--- src/rtl/tdm_pkg.sv ---
`default_nettype none
// ============================================================================
//  Module      : tdm_pkg
//  Description : Shared types and constants for the 4-channel TDM demux.
//  Revision    : 1.0 - initial release
// ============================================================================
package tdm_pkg;

    // Channels per frame; slot n is carried in frame position n.
    localparam int NUM_CH    = 4;
    // Default bits per channel slot.
    localparam int W_DEFAULT = 8;
    // Width of the slot index.
    localparam int SLOT_W    = $clog2(NUM_CH);

    // Framing state: HUNT looks for a frame marker, RUN is aligned.
    typedef enum logic [0:0] {
        ST_HUNT = 1'b0,
        ST_RUN  = 1'b1
    } tdm_state_e;

    // Number of beats in one complete frame.
    function automatic int frame_beats(input int w);
        return NUM_CH * w;
    endfunction

endpackage
`default_nettype wire

--- src/rtl/tdm_slot_counter.sv ---
`default_nettype none
// ============================================================================
//  Module      : tdm_slot_counter
//  Description : Bit-within-slot and slot-within-frame counters for the TDM
//                demux, with frame-boundary and last-beat flags.
//                W must be at least 2.
//  Revision    : 1.0 - initial release
// ============================================================================
module tdm_slot_counter
    import tdm_pkg::*;
#(
    parameter int W = W_DEFAULT
) (
    input  logic              clk_i,
    input  logic              rst_ni,
    input  logic              clear_i,       // return to slot 0, bit 0
    input  logic              load_first_i,  // current beat was slot 0 MSB
    input  logic              step_i,        // advance by one beat
    output logic [SLOT_W-1:0] slot_o,
    output logic              boundary_o,    // next beat is slot 0, bit 0
    output logic              last_bit_o,    // next beat completes a slot
    output logic              last_beat_o    // next beat completes the frame
);

    localparam int                CNT_W    = (W > 1) ? $clog2(W) : 1;
    localparam logic [CNT_W-1:0]  BIT_LAST = CNT_W'(W - 1);
    localparam logic [SLOT_W-1:0] SLOT_LAST = SLOT_W'(NUM_CH - 1);

    logic [CNT_W-1:0]  bit_q,  bit_d;
    logic [SLOT_W-1:0] slot_q, slot_d;

    // Next-count logic: clear beats load beats step; slot wraps mod NUM_CH.
    always_comb begin
        bit_d  = bit_q;
        slot_d = slot_q;
        if (clear_i) begin
            bit_d  = '0;
            slot_d = '0;
        end else if (load_first_i) begin
            // The marker beat already delivered bit W-1 of slot 0.
            bit_d  = CNT_W'(1);
            slot_d = '0;
        end else if (step_i) begin
            if (bit_q == BIT_LAST) begin
                bit_d  = '0;
                slot_d = slot_q + SLOT_W'(1);
            end else begin
                bit_d  = bit_q + CNT_W'(1);
            end
        end
    end

    // Counter registers.
    always_ff @(posedge clk_i or negedge rst_ni) begin
        if (!rst_ni) begin
            bit_q  <= '0;
            slot_q <= '0;
        end else begin
            bit_q  <= bit_d;
            slot_q <= slot_d;
        end
    end

    assign slot_o      = slot_q;
    assign boundary_o  = (slot_q == '0) && (bit_q == '0);
    assign last_bit_o  = (bit_q == BIT_LAST);
    assign last_beat_o = (bit_q == BIT_LAST) && (slot_q == SLOT_LAST);

endmodule
`default_nettype wire

--- src/rtl/tdm_demux4.sv ---
`default_nettype none
// ============================================================================
//  Module      : tdm_demux4
//  Description : Serial 4-slot TDM demultiplexer. Aligns to a frame marker,
//                shifts MSB-first slot words, and publishes all four channel
//                words together once a complete frame has been received.
//                W must be at least 2.
//  Revision    : 1.0 - initial release
// ============================================================================
module tdm_demux4
    import tdm_pkg::*;
#(
    parameter int W = W_DEFAULT
) (
    input  logic         clk_i,
    input  logic         rst_ni,
    input  logic         en_i,
    input  logic         data_i,
    input  logic         sync_i,
    output logic [W-1:0] ch0_o,
    output logic [W-1:0] ch1_o,
    output logic [W-1:0] ch2_o,
    output logic [W-1:0] ch3_o,
    output logic         frame_valid_o,
    output logic         sync_err_o
);

    tdm_state_e                   state_q, state_d;
    logic [W-1:0]                 shift_q, shift_d;
    logic [NUM_CH-2:0][W-1:0]     stage_q, stage_d;   // slots 0..NUM_CH-2
    logic [NUM_CH-1:0][W-1:0]     ch_q,    ch_d;
    logic                         frame_valid_q, frame_valid_d;
    logic                         sync_err_q,    sync_err_d;

    logic                         cnt_clear;
    logic                         cnt_load;
    logic                         cnt_step;
    logic [SLOT_W-1:0]            slot;
    logic                         boundary;
    logic                         last_bit;
    logic                         last_beat;

    logic [W-1:0]                 shift_next;   // shift path with this beat
    logic [W-1:0]                 shift_first;  // fresh word holding only the MSB

    assign shift_next  = {shift_q[W-2:0], data_i};
    assign shift_first = {{(W-1){1'b0}}, data_i};

    tdm_slot_counter #(
        .W            (W)
    ) u_slot_counter (
        .clk_i        (clk_i),
        .rst_ni       (rst_ni),
        .clear_i      (cnt_clear),
        .load_first_i (cnt_load),
        .step_i       (cnt_step),
        .slot_o       (slot),
        .boundary_o   (boundary),
        .last_bit_o   (last_bit),
        .last_beat_o  (last_beat)
    );

    // Framing FSM, shift/staging datapath and publish logic for one beat.
    always_comb begin
        state_d       = state_q;
        shift_d       = shift_q;
        stage_d       = stage_q;
        ch_d          = ch_q;
        frame_valid_d = 1'b0;
        sync_err_d    = 1'b0;
        cnt_clear     = 1'b0;
        cnt_load      = 1'b0;
        cnt_step      = 1'b0;

        if (en_i) begin
            unique case (state_q)
                ST_HUNT: begin
                    // Non-marker beats are dropped while unaligned.
                    if (sync_i) begin
                        shift_d  = shift_first;
                        cnt_load = 1'b1;
                        state_d  = ST_RUN;
                    end
                end

                ST_RUN: begin
                    if (boundary) begin
                        if (sync_i) begin
                            // Expected marker: next frame starts seamlessly.
                            shift_d  = shift_first;
                            cnt_load = 1'b1;
                        end else begin
                            // Missing marker: alignment lost.
                            sync_err_d = 1'b1;
                            shift_d    = '0;
                            cnt_clear  = 1'b1;
                            state_d    = ST_HUNT;
                        end
                    end else if (sync_i) begin
                        // Early marker: drop the partial frame and realign
                        // on this beat. Staging is fully rewritten before
                        // the next publish, so it need not be cleared.
                        sync_err_d = 1'b1;
                        shift_d    = shift_first;
                        cnt_load   = 1'b1;
                    end else begin
                        shift_d  = shift_next;
                        cnt_step = 1'b1;
                        for (int i = 0; i < NUM_CH - 1; i++) begin
                            if (last_bit && (slot == SLOT_W'(i))) begin
                                stage_d[i] = shift_next;
                            end
                        end
                        if (last_beat) begin
                            // Last slot goes straight from the shift path.
                            for (int i = 0; i < NUM_CH - 1; i++) begin
                                ch_d[i] = stage_q[i];
                            end
                            ch_d[NUM_CH-1] = shift_next;
                            frame_valid_d  = 1'b1;
                        end
                    end
                end

                default: begin
                    state_d = ST_HUNT;
                end
            endcase
        end
    end

    // State, datapath and output registers.
    always_ff @(posedge clk_i or negedge rst_ni) begin
        if (!rst_ni) begin
            state_q       <= ST_HUNT;
            shift_q       <= '0;
            stage_q       <= '0;
            ch_q          <= '0;
            frame_valid_q <= 1'b0;
            sync_err_q    <= 1'b0;
        end else begin
            state_q       <= state_d;
            shift_q       <= shift_d;
            stage_q       <= stage_d;
            ch_q          <= ch_d;
            frame_valid_q <= frame_valid_d;
            sync_err_q    <= sync_err_d;
        end
    end

    assign ch0_o         = ch_q[0];
    assign ch1_o         = ch_q[1];
    assign ch2_o         = ch_q[2];
    assign ch3_o         = ch_q[3];
    assign frame_valid_o = frame_valid_q;
    assign sync_err_o    = sync_err_q;

endmodule
`default_nettype wire

--- config.mk ---
export PLATFORM = sky130hd
export DESIGN_NAME = tdm_demux4
export DESIGN_NICKNAME = d
export VERILOG_FILES = /design/src/rtl/tdm_pkg.sv /design/src/rtl/tdm_slot_counter.sv /design/src/rtl/tdm_demux4.sv
export SDC_FILE = /design/constraint.sdc
export NUM_CORES = 1
export LEC_CHECK = 0
export ABC_AREA = 1
export CAP_MARGIN = 20
export CORE_MARGIN = 5
export CORE_UTILIZATION = 40
export CTS_BUF_LIST = sky130_fd_sc_hd__clkbuf_8 sky130_fd_sc_hd__clkbuf_16
export DETAILED_ROUTE_END_ITERATION = 6
export GPL_ROUTABILITY_DRIVEN = 0
export PLACE_DENSITY = 0.62
export SYNTH_ARGS = -nofsm -noshare
export SYNTH_HDL_FRONTEND = slang
export SYNTH_SLANG_ARGS = --single-unit
--- constraint.sdc ---
create_clock -name clk_i -period 6.5 [get_ports clk_i]
set_input_delay 1.3 -clock clk_i [delete_from_list [all_inputs] [get_ports clk_i]]
set_output_delay 1.3 -clock clk_i [all_outputs]
set_load 0.01 [all_outputs]
==> results of run 1 <==
flip-flops by register name, indices dropped and copies added (netlist names):
signal / flops
ch3_o: 8
ch1_o: 8
ch0_o: 8
state_q: 1
u_slot_counter.bit_q: 3
frame_valid_o: 1
stage_q: 24
u_slot_counter.slot_o: 2
ch2_o: 8
sync_err_o: 1
shift_q: 7
Yosys cell counts:
library cell | n | area share
inv_1 | 16 | 0.020
clkbuf_1 | 4 | 0.0049
nand3_1 | 37 | 0.061
buf_1 | 2 | 0.0025
o21ai_0 | 3 | 0.0049
nor2_1 | 13 | 0.016
ha_1 | 9 | 0.037
a21oi_1 | 2 | 0.0033
nor2_4 | 2 | 0.0074
nand4_1 | 1 | 0.0021
nor3_1 | 1 | 0.0016
buf_2 | 7 | 0.012
o21ai_1 | 30 | 0.049
nand2_1 | 142 | 0.18
nand2_2 | 3 | 0.0062
dfrtp_1 | 71 | 0.58
buf_6 | 3 | 0.011
inv_2 | 1 | 0.0012
metrics by stage:
stage | power (mW) | cell area [um2] | worst slack (ns) | util
CTS | 0.939 | 3660 | 2.67 | 0.499
floorplan | 0.556 | 3040 | 4.17 | -
global placement | 0.595 | 3470 | 2.36 | 0.473
global route | 0.975 | 3660 | 2.36 | 0.499
detailed placement | 0.598 | 3470 | 2.31 | 0.473
finish | 0.928 | 3660 | 2.68 | 0.499
worst max path at each step:
stage	endpoint	slack, ns	depth (start not counted)	start
final	stage_q[10]	2.68	8	sync_i
after global routing	stage_q[12]	2.36	8	sync_i
after CTS	stage_q[23]	2.67	8	sync_i
after detailed placement	stage_q[23]	2.31	8	sync_i
after global placement	stage_q[9]	2.36	8	sync_i
after floorplan	stage_q[5]	4.17	9	sync_i
cell families after synthesis:
| group | count (synthesis) | synth area share |
|---|---|---|
| simple gates | 199 | 0.270 |
| flops | 71 | 0.585 |
| compound gates | 35 | 0.0576 |
| buf+inv | 33 | 0.0510 |
| fa+ha+maj | 9 | 0.0371 |
worst reg2reg max path, delay by kind of cell (launching register included):
family        cells  cell delay, ns
flops             1            0.43
fa+ha+maj         2            0.50
simple gates      7            2.26
buf+inv           2            0.15
layout make-up:
type,count,area (um2)
well taps,99,124
clock buffers,10,138
fillers,673,3670
repair buffers,41,398
inverters,17,63.8
multi-input cells,243,1110
clock inverters,6,52.6
flip-flops and latches,71,1780
per-layer routing:
metal,wire [um],GRT usage,vias up
met5,0,0,-
met4,125,0.0680,0
met3,281,0.0366,11
met2,3130,0.235,49
met1,2970,0.186,1124
li1,-,-,1181
power groups by stage:
stage          Clock (mW)  Combinational (mW)  Sequential, mW
2_1_floorplan           0              0.0762           0.480
3_3_place_gp            0               0.108           0.486
3_5_place_dp            0               0.111           0.487
4_1_cts             0.348               0.112           0.478
5_1_grt             0.367               0.128           0.480
6_report            0.339               0.110           0.478
==> flow_metrics.env, run 1 <==
export IMPL_syn2layout_area_growth_pct=20.4
export IMPL_hold_viol=0
export IMPL_critical_path_top_delay_family="simple AND/OR/NAND/NOR gates"
export IMPL_avgSynthCellArea_um2=8.76
export IMPL_post_cts_setup_buffers=0
export IMPL_rows=31
export IMPL_cts_sinks=71
export IMPL_drc_errors=0
export IMPL_cts_made_buffers=9
export IMPL_p_comb_frac=0.119
export IMPL_rr_startpoint="u_slot_counter.slot_o[0]"
export IMPL_drive_gt1_frac=0.0619
export IMPL_io_pins=39
export IMPL_routed_wl_um=6510
export IMPL_dp_hpwl_um=4160
export IMPL_hold_worst_slack_ns=0.470
export IMPL_leakagePower_nw=1.98
export IMPL_reg2reg_to="stage_q[10]"
export IMPL_setup_tns_final_ns=0
export IMPL_holdBufCountCts=0
export IMPL_grt_overflow_total=0
export IMPL_final_cells=487
export IMPL_power_internal_mw=0.674
export IMPL_start_util=0.415
export IMPL_power_density_nw_per_um2=254
export IMPL_final_cell_mix="nand2_1 (142), dfrtp_1 (71), nand3_1 (37), clkdlybuf4s50_1 (37), o21ai_1 (30)"
export IMPL_synthesis_nets=361
export IMPL_postSynthCellCount=347
export IMPL_die_h_um=97.2
export IMPL_root_buffer="clkbuf_8"
export IMPL_critPathLaunchType="input port"
export IMPL_holdPathEnd="stage_q[4]"
export IMPL_slew_headroom=0.282
export IMPL_netlist_area_um2=3040
export IMPL_cp_buffers_inverters=2
export IMPL_insertion_delay_ns=0.35
export IMPL_r2r_slack_ns=3.05
export IMPL_drv_cap=0
export IMPL_antenna_found_initial=0
export IMPL_worst_r2r_cell_count=11
export IMPL_power_switching_mw=0.254
export IMPL_hp_start="stage_q[4]"
export IMPL_antenna_cells=0
export IMPL_timing_fmax_mhz=262
export IMPL_hp_class="register to register"
export IMPL_synth_warnings=0
export IMPL_cpMaxStageDelayCell="nor2_4"
export IMPL_ant_nets=0
export IMPL_ys_seq_area_frac=0.585
export IMPL_period_needed_ns=3.82
export IMPL_rsz0062_at_grt="false"
export IMPL_synth_seq_cells=71
export IMPL_post_place_cells=471
export IMPL_synth_distinct_cells=18
export IMPL_clockBufferDepth=2
export IMPL_grt_usage=0.147
export IMPL_cts_resized=0
export IMPL_dr_total_vias=2365
export IMPL_clock_skew_ns=0.00864
export IMPL_cp_data_required_time_ns=6.73
export IMPL_path_cells="clkdlybuf4s50_1 > inv_1 > ha_1 > nand3_1 > nor2_4 > nand2_2 > nand2_1 > nand2_1"
export IMPL_cp_data_arrival_time_ns=4.05
export IMPL_cp_common_cell="nand2_1"
export IMPL_critPathCaptureType="register"
export IMPL_outcome="complete, no violations"
export IMPL_layout_cells_most_common="nand2_1"
export IMPL_drt_first_iter_violations=147
export IMPL_finalNetCount=397
export IMPL_clkPwrFrac=0.365
export IMPL_finalSetupViolations=0
export IMPL_slew_viol_final=0
export IMPL_hold_path_depth=2
export IMPL_path_class="input port to register"
export IMPL_portBuffers=38
export IMPL_power_frac_seq=0.516
export IMPL_ir_drop_uv=138
export IMPL_slowest_delay_ns=0.87
export IMPL_cts_tree="done"
export IMPL_grt_pass1_vias=2268
export IMPL_wire_per_inst_um=13.4
export IMPL_die_w_um=97.2
export IMPL_swShare=0.274
export IMPL_fin_crit_sh=0.588
export IMPL_die_area_um2=9440
export IMPL_grt_max_degree=72
export IMPL_grt_pass1_wl_um=11200
export IMPL_worst_pin_slew_ns=1.07
export IMPL_fp_coreArea_um2=7330
export IMPL_path_clk_slew_ns=0.07
export IMPL_htree_levels=3
export IMPL_worstPathMaxFanout=29
export IMPL_drt_pass1_iter_count=4
export IMPL_vias_per_cell=4.86
Note: power is estimated with default switching activity, not from simulation.
==> inputs of run 2 (changes only) <==
==> constraint.sdc (replaced) <==
create_clock -name clk_i -period 3.82 [get_ports clk_i]
set_input_delay 0.764 -clock clk_i [delete_from_list [all_inputs] [get_ports clk_i]]
set_output_delay 0.764 -clock clk_i [all_outputs]
set_load 0.01 [all_outputs]
==> run 2 against run 1 <==
Clock power is 100% higher. Final cell count is 0.41% higher. Critical path depth is 4 higher. Worst setup slack worse by 1.5 ns. Sequential power is 70% higher. Combinational power is 75% higher. Total power is 82% higher. Via count is 1.1% lower. Design area is 1.5% higher. Sequential share of layout area is 0.74 points lower. Global-route usage is 0.14 points higher. Critical path type is now register to register.
==> flow_metrics.env, run 2 (synthesized netlist as in run 1, its figures left out) <==
export IMPL_outcome="complete, no violations"
export IMPL_vias_per_cell=4.79
export IMPL_antenna_cells=0
export IMPL_power_density_nw_per_um2=454
export IMPL_layout_cells_most_common="nand2_1"
export IMPL_worst_pin_slew_ns=0.697
export IMPL_holdBufCountCts=0
export IMPL_path_clk_slew_ns=0.07
export IMPL_htree_levels=3
export IMPL_largest_register="stage_q"
export IMPL_period_needed_ns=2.67
export IMPL_critPathLaunchType="register"
export IMPL_slew_viol_final=0
export IMPL_clockBufferDepth=2
export IMPL_post_place_cells=473
export IMPL_fp_coreArea_um2=7330
export IMPL_cts_sinks=71
export IMPL_startpoint="u_slot_counter.slot_o[0]"
export IMPL_clkPwrFrac=0.405
export IMPL_largest_reg_flops=24
export IMPL_hp_class="input port to async pin"
export IMPL_power_switching_mw=0.448
export IMPL_routed_wl_um=6430
export IMPL_drive_gt1_frac=0.0718
export IMPL_die_w_um=97.2
export IMPL_post_cts_setup_buffers=0
export IMPL_dr_total_vias=2340
export IMPL_slowest_delay_ns=0.47
export IMPL_cpMaxStageDelayCell="nor2_4"
export IMPL_cts_tree="done"
export IMPL_die_h_um=97.2
export IMPL_drc_errors=0
export IMPL_slew_headroom=0.535
export IMPL_antenna_found_initial=0
export IMPL_final_cells=489
export IMPL_worst_r2r_cell_count=12
export IMPL_final_cell_mix="nand2_1 (142), dfrtp_1 (71), nand3_1 (37), clkdlybuf4s50_1 (37), o21ai_1 (30)"
export IMPL_swShare=0.265
export IMPL_die_area_um2=9440
export IMPL_timing_fmax_mhz=374
export IMPL_r2r_slack_ns=1.15
export IMPL_path_class="register to register"
export IMPL_rows=31
export IMPL_critPathCaptureType="register"
export IMPL_placed_cell_area_um2=3480
export IMPL_reg2reg_to="stage_q[8]"
export IMPL_start_util=0.415
export IMPL_grt_pass1_wl_um=11200
export IMPL_cts_made_buffers=9
export IMPL_power_total_mw=1.69
export IMPL_rsz0062_at_grt="false"
export IMPL_leakagePower_nw=1.99
export IMPL_worstPathMaxFanout=29
export IMPL_grt_max_degree=34
export IMPL_drt_first_iter_violations=73
export IMPL_insertion_delay_ns=0.34
export IMPL_clock_skew_ns=0.00603
export IMPL_path_cells="inv_1 > ha_1 > nand2_1 > nor2_1 > inv_1 > ha_1 > nand3_1 > buf_4 > nor2_4 > nand2_2 > nand2_1 > nand2_1"
export IMPL_wire_per_inst_um=13.2
export IMPL_io_pins=39
export IMPL_cts_resized=0
export IMPL_cp_common_cell="nand2_1"
export IMPL_cp_data_required_time_ns=4.06
export IMPL_p_comb_frac=0.114
export IMPL_drv_cap=0
export IMPL_power_frac_seq=0.481
export IMPL_power_internal_mw=1.24
export IMPL_portBuffers=38
export IMPL_syn2layout_area_growth_pct=22.3
export IMPL_hold_viol=0
export IMPL_grt_overflow_total=0
export IMPL_fill_cells=704
export IMPL_fin_crit_sh=0.700
export IMPL_drt_pass1_iter_count=4
export IMPL_setup_tns_final_ns=0
export IMPL_ant_nets=0
export IMPL_cp_data_arrival_time_ns=2.91
export IMPL_dp_hpwl_um=4390
export IMPL_finalNetCount=399
export IMPL_grt_usage=0.148
export IMPL_design_area_um2=3720
export IMPL_root_buffer="clkbuf_8"
export IMPL_finalSetupViolations=0
export IMPL_ir_drop_uv=219
export IMPL_grt_pass1_vias=2262
export IMPL_rr_startpoint="u_slot_counter.slot_o[0]"
-- run 2: cell type report --
type | count | area [um2] | area share
Clock inverter | 5 | 80.1 | 0.0215
Inverter | 17 | 63.8 | 0.0172
Clock buffer | 11 | 151 | 0.0407
Tap cell | 99 | 124 | 0.0333
Sequential cell | 71 | 1780 | 0.478
Timing Repair Buffer | 43 | 413 | 0.111
Multi-Input combinational cell | 243 | 1110 | 0.298
-- run 2: metrics by stage --
stage	hold slack, ns	util	setup WS (ns)
finish	0.330	0.507	1.15
global route	0.347	0.507	0.876
CTS	0.329	0.507	1.14
detailed placement	0.461	0.475	0.951
global placement	0.456	0.475	0.996
floorplan	0.442	-	1.76
-- run 2: worst max-delay path: cells and delay by family (launching register included) --
family | cells | cell delay, ns
simple gates | 7 | 1.26
flops | 1 | 0.42
buf+inv | 3 | 0.40
fa+ha+maj | 2 | 0.48
-- run 2: power by group through the flow --
stage	clock network, mW	registers (mW)	logic [mW]
floorplan	0	0.817	0.130
global placement	0	0.827	0.187
detailed placement	0	0.828	0.193
CTS	0.701	0.813	0.194
global route	0.738	0.818	0.225
finish	0.683	0.813	0.192
-- run 2: how the worst max path moves through the flow --
| stage | end | slack, ns | depth (start not counted) |
|---|---|---|---|
| floorplan | stage_q[21] | 1.76 | 14 |
| global placement | stage_q[2] | 1.0 | 9 |
| detailed placement | stage_q[1] | 0.95 | 9 |
| CTS | stage_q[8] | 1.14 | 12 |
| global route | stage_q[8] | 0.88 | 12 |
| finish | stage_q[8] | 1.15 | 12 |
-- run 2: routing by layer --
layer / vias up / global-route usage / share of wire
li1: 1184 / - / -
met1: 1118 / 0.194 / 0.47
met2: 30 / 0.226 / 0.48
met3: 8 / 0.0445 / 0.034
met4: 0 / 0.0648 / 0.017
met5: - / 0 / 0
